<file path="src/rtl/unidad_acceso_memoria_if.sv">
// Data-memory bus between the load/store unit (master) and the memory (slave).
// mem_req is held until the one-cycle mem_ack; mem_rdata is valid with mem_ack.
interface unidad_acceso_memoria_if;
  logic        mem_req;
  logic        mem_we;
  logic [31:0] mem_addr;
  logic [31:0] mem_wdata;
  logic [3:0]  mem_wstrb;
  logic [31:0] mem_rdata;
  logic        mem_ack;

  modport master (
    output mem_req, mem_we, mem_addr, mem_wdata, mem_wstrb,
    input  mem_rdata, mem_ack
  );

  modport slave (
    input  mem_req, mem_we, mem_addr, mem_wdata, mem_wstrb,
    output mem_rdata, mem_ack
  );
endinterface

</file>
<file path="src/rtl/unidad_acceso_memoria.sv">
// Load/store unit: aligns/strobes stores, extends loads, req/ack with timeout; optional MISALIGN_TRAP_EN.
// Inicio->Listo >= 2 cycles (ack@k -> Listo@k+1); one access in flight, Inicio ignored while Ocupado.
module unidad_acceso_memoria #(
  parameter int TIMEOUT_CICLOS = 16,
  parameter int ANCHO_CONT     = 5
) (
  input  logic                           clk,
  input  logic                           rst,
  input  logic                           Inicio,
  input  logic                           EsCarga,
  input  logic [2:0]                     Funct3,
  input  logic [31:0]                    Direccion,
  input  logic [31:0]                    DatoEscritura,
  unidad_acceso_memoria_if.master        mem,
  output logic [31:0]                    datoMem,
  output logic                           Listo,
  output logic                           Ocupado,
`ifdef MISALIGN_TRAP_EN
  output logic                           ErrorAlin,
`endif
  output logic                           ErrorBus
);

  typedef enum logic [1:0] {REPOSO, SOLICITUD, ESPERA, FIN} estado_t;

  localparam logic [ANCHO_CONT-1:0] CNT_MAX = ANCHO_CONT'(TIMEOUT_CICLOS - 1);

  estado_t               estado;
  logic [ANCHO_CONT-1:0] cnt;
  logic [2:0]            f3_q;
  logic [1:0]            dir_lo;
  logic                  carga_q;

  function automatic logic [3:0] strobe(input logic [2:0] f3, input logic [1:0] a);
    case (f3[1:0])
      2'b00:   strobe = 4'b0001 << a;
      2'b01:   strobe = a[1] ? 4'b1100 : 4'b0011;
      default: strobe = 4'b1111;
    endcase
  endfunction

  function automatic logic [31:0] replica(input logic [2:0] f3, input logic [31:0] d);
    case (f3[1:0])
      2'b00:   replica = {4{d[7:0]}};
      2'b01:   replica = {2{d[15:0]}};
      default: replica = d;
    endcase
  endfunction

  // Picks the addressed lane out of the word, then sign- or zero-extends it.
  function automatic logic [31:0] extrae(input logic [2:0] f3, input logic [1:0] a,
                                         input logic [31:0] w);
    logic [7:0]  b;
    logic [15:0] h;
    case (a)
      2'd0:    b = w[7:0];
      2'd1:    b = w[15:8];
      2'd2:    b = w[23:16];
      default: b = w[31:24];
    endcase
    h = a[1] ? w[31:16] : w[15:0];
    case (f3[1:0])
      2'b00:   extrae = f3[2] ? {24'h0, b} : {{24{b[7]}}, b};
      2'b01:   extrae = f3[2] ? {16'h0, h} : {{16{h[15]}}, h};
      default: extrae = w;
    endcase
  endfunction

`ifdef MISALIGN_TRAP_EN
  function automatic logic desalineado(input logic [2:0] f3, input logic [1:0] a);
    desalineado = ((f3[1:0] == 2'b01) && a[0]) || (f3[1] && (a != 2'b00));
  endfunction
`endif

  always_ff @(posedge clk) begin
    if (rst) begin
      estado        <= REPOSO;
      cnt           <= '0;
      f3_q          <= 3'b000;
      dir_lo        <= 2'b00;
      carga_q       <= 1'b0;
      mem.mem_req   <= 1'b0;
      mem.mem_we    <= 1'b0;
      mem.mem_addr  <= 32'h0;
      mem.mem_wdata <= 32'h0;
      mem.mem_wstrb <= 4'b0000;
      datoMem       <= 32'h0;
      Listo         <= 1'b0;
      Ocupado       <= 1'b0;
      ErrorBus      <= 1'b0;
`ifdef MISALIGN_TRAP_EN
      ErrorAlin     <= 1'b0;
`endif
    end else begin
      Listo <= 1'b0;
`ifdef MISALIGN_TRAP_EN
      ErrorAlin <= 1'b0;
`endif
      case (estado)
        REPOSO: begin
          if (Inicio) begin
            f3_q    <= Funct3;
            dir_lo  <= Direccion[1:0];
            carga_q <= EsCarga;
            cnt     <= '0;
            Ocupado <= 1'b1;
`ifdef MISALIGN_TRAP_EN
            if (desalineado(Funct3, Direccion[1:0])) begin
              estado    <= FIN;
              Listo     <= 1'b1;
              ErrorAlin <= 1'b1;
            end else
`endif
            begin
              estado        <= SOLICITUD;
              mem.mem_req   <= 1'b1;
              mem.mem_we    <= ~EsCarga;
              mem.mem_addr  <= {Direccion[31:2], 2'b00};
              mem.mem_wdata <= EsCarga ? 32'h0 : replica(Funct3, DatoEscritura);
              mem.mem_wstrb <= EsCarga ? 4'b0000 : strobe(Funct3, Direccion[1:0]);
            end
          end
        end
        SOLICITUD, ESPERA: begin
          // An ack arriving on the last allowed cycle still completes normally.
          if (mem.mem_ack || (cnt == CNT_MAX)) begin
            estado        <= FIN;
            Listo         <= 1'b1;
            mem.mem_req   <= 1'b0;
            mem.mem_we    <= 1'b0;
            mem.mem_addr  <= 32'h0;
            mem.mem_wdata <= 32'h0;
            mem.mem_wstrb <= 4'b0000;
            if (mem.mem_ack) begin
              if (carga_q) datoMem <= extrae(f3_q, dir_lo, mem.mem_rdata);
            end else begin
              ErrorBus <= 1'b1;
              datoMem  <= 32'h0;
            end
          end else begin
            cnt    <= cnt + 1'b1;
            estado <= ESPERA;
          end
        end
        FIN: begin
          estado  <= REPOSO;
          Ocupado <= 1'b0;
        end
        default: estado <= REPOSO;
      endcase
    end
  end

endmodule
</file>
<file path="src/flat_wrapper.sv">
// flat-port wrapper written by rule: the top's interface ports become plain ports
module unidad_acceso_memoria_flat 
#(
  parameter int TIMEOUT_CICLOS = 16,
  parameter int ANCHO_CONT     = 5
)
  (clk, rst, Inicio, EsCarga, Funct3, Direccion, DatoEscritura, datoMem, Listo, Ocupado, ErrorBus, mem_mem_req, mem_mem_we, mem_mem_addr, mem_mem_wdata, mem_mem_wstrb, mem_mem_rdata, mem_mem_ack);
  unidad_acceso_memoria_if mem_i ();
  input  logic clk;
  input  logic rst;
  input  logic Inicio;
  input  logic EsCarga;
  input  logic [2:0] Funct3;
  input  logic [31:0] Direccion;
  input  logic [31:0] DatoEscritura;
  output logic [31:0] datoMem;
  output logic Listo;
  output logic Ocupado;
  output logic ErrorBus;
  output wire logic [$bits(mem_i.mem_req)-1:0] mem_mem_req;
  output wire logic [$bits(mem_i.mem_we)-1:0] mem_mem_we;
  output wire logic [$bits(mem_i.mem_addr)-1:0] mem_mem_addr;
  output wire logic [$bits(mem_i.mem_wdata)-1:0] mem_mem_wdata;
  output wire logic [$bits(mem_i.mem_wstrb)-1:0] mem_mem_wstrb;
  input wire logic [$bits(mem_i.mem_rdata)-1:0] mem_mem_rdata;
  input wire logic [$bits(mem_i.mem_ack)-1:0] mem_mem_ack;
  assign mem_mem_req = mem_i.mem_req;
  assign mem_mem_we = mem_i.mem_we;
  assign mem_mem_addr = mem_i.mem_addr;
  assign mem_mem_wdata = mem_i.mem_wdata;
  assign mem_mem_wstrb = mem_i.mem_wstrb;
  assign mem_i.mem_rdata = mem_mem_rdata;
  assign mem_i.mem_ack = mem_mem_ack;
  unidad_acceso_memoria #(.TIMEOUT_CICLOS(TIMEOUT_CICLOS), .ANCHO_CONT(ANCHO_CONT)) u_core (.clk(clk), .rst(rst), .Inicio(Inicio), .EsCarga(EsCarga), .Funct3(Funct3), .Direccion(Direccion), .DatoEscritura(DatoEscritura), .mem(mem_i), .datoMem(datoMem), .Listo(Listo), .Ocupado(Ocupado), .ErrorBus(ErrorBus));
endmodule
</file>
<file path="config.mk">
export PLATFORM = sky130hd
export DESIGN_NAME = unidad_acceso_memoria_flat
export DESIGN_NICKNAME = d
export VERILOG_FILES = /design/src/rtl/unidad_acceso_memoria_if.sv /design/src/rtl/unidad_acceso_memoria.sv /design/src/flat_wrapper.sv
export SDC_FILE = /design/constraint.sdc
export NUM_CORES = 1
export LEC_CHECK = 0
export CAP_MARGIN = 20
export CORE_MARGIN = 2
export CORE_UTILIZATION = 35
export CTS_CLUSTER_SIZE = 14
export DETAILED_ROUTE_END_ITERATION = 10
export PLACE_DENSITY_LB_ADDON = 0.3
export SETUP_SLACK_MARGIN = 0.05
export SLEW_MARGIN = 20
export SYNTH_ARGS = -nofsm -noshare
export SYNTH_HDL_FRONTEND = slang
export SYNTH_SLANG_ARGS = --single-unit
</file>
<file path="constraint.sdc">
create_clock -name clk -period 2.6 [get_ports clk]
set_input_delay 0.26 -clock clk [delete_from_list [all_inputs] [get_ports clk]]
set_output_delay 0.26 -clock clk [all_outputs]
set_load 0.1 [all_outputs]
</file>
Yosys cells after proc, flatten, opt, wreduce, memory -nomap -nowiden
Index checks and enable logic that the tools add are counted.
Word-level totals
  register bits: 118
  input bits: 104
  word-level logic and storage cells: 79
Operators by class
  shift-type cells: 1
  reductions and logical operators: 15
  add/sub/neg operators: 1
  eq/ne operators: 12
  bitwise logic cells: 3
  muxes and demuxes: 33
Operator list (number)
  $mux W32: 8
  $pmux W32 S2: 4
  $pmux W8 S3: 1
  $mux W16: 1
  $mux W4: 4
  $pmux W4 S2: 2
  $reduce_and A3 Y1: 4
  $mux W5: 2
  $pmux W5 S2: 1
  $eq A2 B1 Y1 const B: 4
  $logic_not A2 Y1: 4
  $eq A2 B2 Y1 const B: 3
  $pmux W1 S2: 3
  $pmux W2 S3: 1
  $add A5 B1 Y5 const B: 1
  $eq A5 B4 Y1 const B: 1
  $mux W1: 5
  $ne A2 B1 Y1 const B: 2
  $ne A2 B2 Y1 const B: 2
  $reduce_and A2 Y1: 2
  $reduce_bool A2 Y1: 2
  $reduce_or A2 Y1: 2
  $shl A1 B2 Y4 const A: 1
  $not A1 Y1: 3
  2 further kinds: 2

Depth between registers and ports, before layout
  depth in word-level cells: 6
  mapped depth: 10
  gate-level depth less buffers: 7

Least setup slack after synthesis
No wires, ideal clock.
  path type: flip-flop to flip-flop
  start point: register u_core.cnt[0]
  end point: register u_core.datoMem[0]
  data arrival time: 1.792 ns
  stages on the path, launching flop included: 9
  data required time: 2.513 ns
  path slack: 0.721 ns
  clock period less this slack: 1.879 ns
  cell sequence: dfxtp_1 > ha_1 > and3_1 > ha_1 > mux2_2 > a21oi_1 > clkbuf_1 > nand2_1 > o31ai_1
Between the ends
  cells in the longest elaborated chain, start to end: 3
RTL lines
  start: declaration: RTL line unidad_acceso_memoria.sv:29  | logic [ANCHO_CONT-1:0] cnt;
  start signal: assignment: RTL line unidad_acceso_memoria.sv:141  | cnt <= cnt + 1'b1;
  $eq A5 B4 Y1: RTL line unidad_acceso_memoria.sv:126  | if (mem.mem_ack || (cnt == CNT_MAX)) begin
  $logic_or A1 B1 Y1: RTL line unidad_acceso_memoria.sv:126
  $reduce_and A3 Y1 (no line)
  end signal: assignment: RTL line unidad_acceso_memoria.sv:135  | if (carga_q) datoMem <= extrae(f3_q, dir_lo, mem.mem_rdata);
  end: declaration: RTL line unidad_acceso_memoria.sv:15  | output logic [31:0] datoMem,
Every way passes these cells.
A chain may end at the register's enable or synchronous reset.

Worst setup path after layout
  start point: register u_core.cnt[0]
  end point: register u_core.mem.mem_wdata[25]
Between the ends
  cells in the longest elaborated chain, start to end: 4
RTL lines
  $eq A5 B4 Y1: RTL line unidad_acceso_memoria.sv:126
  $logic_or A1 B1 Y1: RTL line unidad_acceso_memoria.sv:126
  $ne A2 B1 Y1 (no line)
  $reduce_and A3 Y1 (no line)
  end signal: assignment: RTL line unidad_acceso_memoria.sv:119  | mem.mem_wdata <= EsCarga ? 32'h0 : replica(Funct3, DatoEscritura);
  end: declaration: RTL line unidad_acceso_memoria_if.sv:13  | output mem_req, mem_we, mem_addr, mem_wdata, mem_wstrb,
Every way passes these cells.

==> flow_metrics.env <==
export IMPL_final_common_cell="dfxtp_1"
export IMPL_r2r_start="u_core.cnt[0]$_SDFFE_PP0P_"
export IMPL_syn2layout_area_growth_pct=47.7
export IMPL_cts_buffers=17
export IMPL_clk_latency_ns=0.41
export IMPL_final_cell_area_mm2=0.00775
export IMPL_synth_area_mm2=0.00525
export IMPL_grt_pass1_vias=5031
export IMPL_hold_path_class="in2reg"
export IMPL_skew_ns=0.00889
export IMPL_setup_violations=0
export IMPL_rrSetupSlack_ns=0.38
export IMPL_grtUsageTotal=0.192
export IMPL_antenna_found_initial=0
export IMPL_die_height_um=126
export IMPL_fin_util=0.531
export IMPL_finalPower_w=0.00721
export IMPL_yosys_area_share_adder=0.00954
export IMPL_powerDensity_mw_per_mm2=931
export IMPL_post_cts_resized=0
export IMPL_layout_min_cycle_time_ns=2.22
export IMPL_r2r_end="u_core.mem.mem_wdata[25]$_SDFFE_PP0P_"
export IMPL_vias_per_cell=5.29
export IMPL_status="complete, no violations"
export IMPL_drtIter0Drc=309
export IMPL_rsz0062_at_grt="false"
export IMPL_fin_crit_sh=0.854
export IMPL_initial_utilization=0.360
export IMPL_clock_path_buffers=2
export IMPL_crit_path_end_kind="register"
export IMPL_synth_simple_area_share=0.132
export IMPL_wl_per_cell_um=16.3
export IMPL_numPortBuffers=206
export IMPL_synth_cell_types=47
export IMPL_worstSetupPathType="reg2reg"
export IMPL_ys_ff_latch=116
export IMPL_post_cts_buffers=0
export IMPL_cts_hold_buf=0
export IMPL_drcViolationCount=0
export IMPL_synthXorXnorAreaFrac=0.00334
export IMPL_grt_overflow_total=0
export IMPL_drv_cap=0
export IMPL_die_area_mm2=0.0160
export IMPL_r2r_cells=8
export IMPL_worstMarginPinSlew_ns=0.992
export IMPL_core_area_mm2=0.0146
export IMPL_clkTransAtPathRegs_ns=0.05
export IMPL_synthArstFlopShare=0
export IMPL_final_net_count=878
export IMPL_yosysSeqAreaShare=0.442
export IMPL_syn_avg_cell_area_um2=8.96
export IMPL_fp_dieW_um=126
export IMPL_clockRootBuffer="clkbuf_16"
export IMPL_diodes=0
export IMPL_cts_max_level=4
export IMPL_drive_gt1_frac=0.233
export IMPL_routabilityCongestion=0.815
export IMPL_std_cell_rows=44
export IMPL_startpoint="u_core.cnt[0]$_SDFFE_PP0P_"
export IMPL_synth_compound_area_frac=0.277
export IMPL_clkSinkCount=116
export IMPL_yosys_warnings=0
export IMPL_synth_area_mux_share=0.0722
export IMPL_num_vias=5111
export IMPL_n_fill_cell=1337
export IMPL_io_pins=209
export IMPL_detailed_place_hpwl_mm=11.3
export IMPL_synth_edf_count=0
export IMPL_grt_max_degree=67
export IMPL_drt_total_wl_mm=15.8
export IMPL_worstPathArrival_ns=2.56
export IMPL_slew_violations=0
export IMPL_worstPathRequired_ns=2.94
export IMPL_layout_common_cells="dfxtp_1, buf_4, clkdlybuf4s50_1, nor2_1, a22oi_1"
export IMPL_drtPass1Iterations=5
export IMPL_peakVddDrop_v=0.000549
export IMPL_endpoint="u_core.mem.mem_wdata[25]$_SDFFE_PP0P_"
export IMPL_crit_path_start_kind="register"
export IMPL_p_leak_nw=3.27
export IMPL_cts_tree="built"
export IMPL_placed_cell_area_mm2=0.00713
export IMPL_synth_main_ff_cell="dfxtp_1"
export IMPL_finalHoldViolCount=0
export IMPL_fmax_mhz=451
export IMPL_setup_tns_ns=0
export IMPL_synthCells=586
export IMPL_cp_max_fo=19
export IMPL_synth_top_family_by_area="compound AO/OA/AOI/OAI gates"
export IMPL_relSlewSlack=0.336
export IMPL_grt_pass1_wl_mm=25.0
export IMPL_ant_nets=0
==> cell families (layout without fill, tap and decap cells) <==
group	count (synthesis)	after routing
compound gates	207	207
xor+xnor	2	2
fa+ha+maj	4	4
buf+inv	67	262
flops	116	116
mux	34	34
other cells	1	2
simple gates	155	155
==> final cells by class <==
class	count	area [µm²]	share of cell area
well taps	184	230	0.0297
inverters	12	45.0	0.00581
multi-input cells	404	2620	0.338
clock inverters	9	151	0.0195
repair buffers	219	1910	0.246
clock buffers	22	474	0.0612
flip-flops and latches	116	2320	0.300
==> worst min-delay path by stage <==
stage                                     from                            end  slack, ns  depth (start not counted)
global route                               rst  u_core.estado[0]$_SDFFE_PP0P_       0.27                          2
CTS                                        rst  u_core.estado[0]$_SDFFE_PP0P_       0.25                          2
floorplan                         Direccion[0]  u_core.dir_lo[0]$_SDFFE_PP0P_       0.41                          2
global placement    u_core.cnt[4]$_SDFFE_PP0P_     u_core.cnt[4]$_SDFFE_PP0P_       0.44                          2
finish                                     rst  u_core.estado[0]$_SDFFE_PP0P_       0.26                          2
detailed placement  u_core.cnt[4]$_SDFFE_PP0P_     u_core.cnt[4]$_SDFFE_PP0P_       0.45                          2
==> through the flow <==
step	cells	hold slack, ns	worst slack [ns]
3_5_place_dp	935	0.451	0.380
3_3_place_gp	935	0.441	0.478
2_1_floorplan	587	0.407	0.721
5_1_grt	966	0.267	0.205
6_report	966	0.258	0.381
4_1_cts	966	0.248	0.369
==> cell usage after synthesis, types with 4 or more instances <==
library cell / n / share of area
nand3_1: 15 / 0.014
buf_6: 7 / 0.015
nand2_1: 37 / 0.026
a22oi_1: 61 / 0.087
mux2i_1: 9 / 0.017
buf_2: 17 / 0.016
dfxtp_1: 116 / 0.44
o21ai_0: 22 / 0.021
and3b_1: 6 / 0.010
clkbuf_1: 27 / 0.019
a21o_1: 19 / 0.027
mux2_2: 23 / 0.049
a211o_1: 6 / 0.010
ha_1: 4 / 0.0095
nor2_1: 77 / 0.055
a21oi_1: 51 / 0.049
inv_1: 11 / 0.0079
o31ai_1: 7 / 0.010
o21ba_2: 5 / 0.0095
a22o_1: 24 / 0.040
==> layer usage <==
layer	vias up	global-route usage	routed length, µm
met5	-	0	0
met4	0	0.0789	366
met3	27	0.0679	1110
met2	193	0.319	7600
met1	2410	0.227	6720
li1	2481	-	-
==> where the power goes <==
group | internal (W) | switching [W]
logic | 0.000755 | 0.00191
registers | 0.00196 | 0.000128
clock network | 0.00167 | 0.000795
total | 0.00438 | 0.00283
==> registers in the layout, indices dropped and copies added, names as in the netlist, 2 cells and up <==
name,cells
u_core.datoMem,32
u_core.estado,2
u_core.f3_q,3
u_core.mem.mem_addr,30
u_core.mem.mem_wdata,32
u_core.cnt,5
u_core.dir_lo,2
u_core.mem.mem_wstrb,4
==> worst max-delay path, cell delays in order, from the launching register on <==
cell	delay, ns
dfxtp_1	0.32
ha_1	0.21
and3_1	0.19
ha_1	0.23
nor2_1	0.27
a21bo_2	0.40
buf_4	0.31
nand2_1	0.09
a21oi_1	0.12
Power figures use the tool's default switching activity.
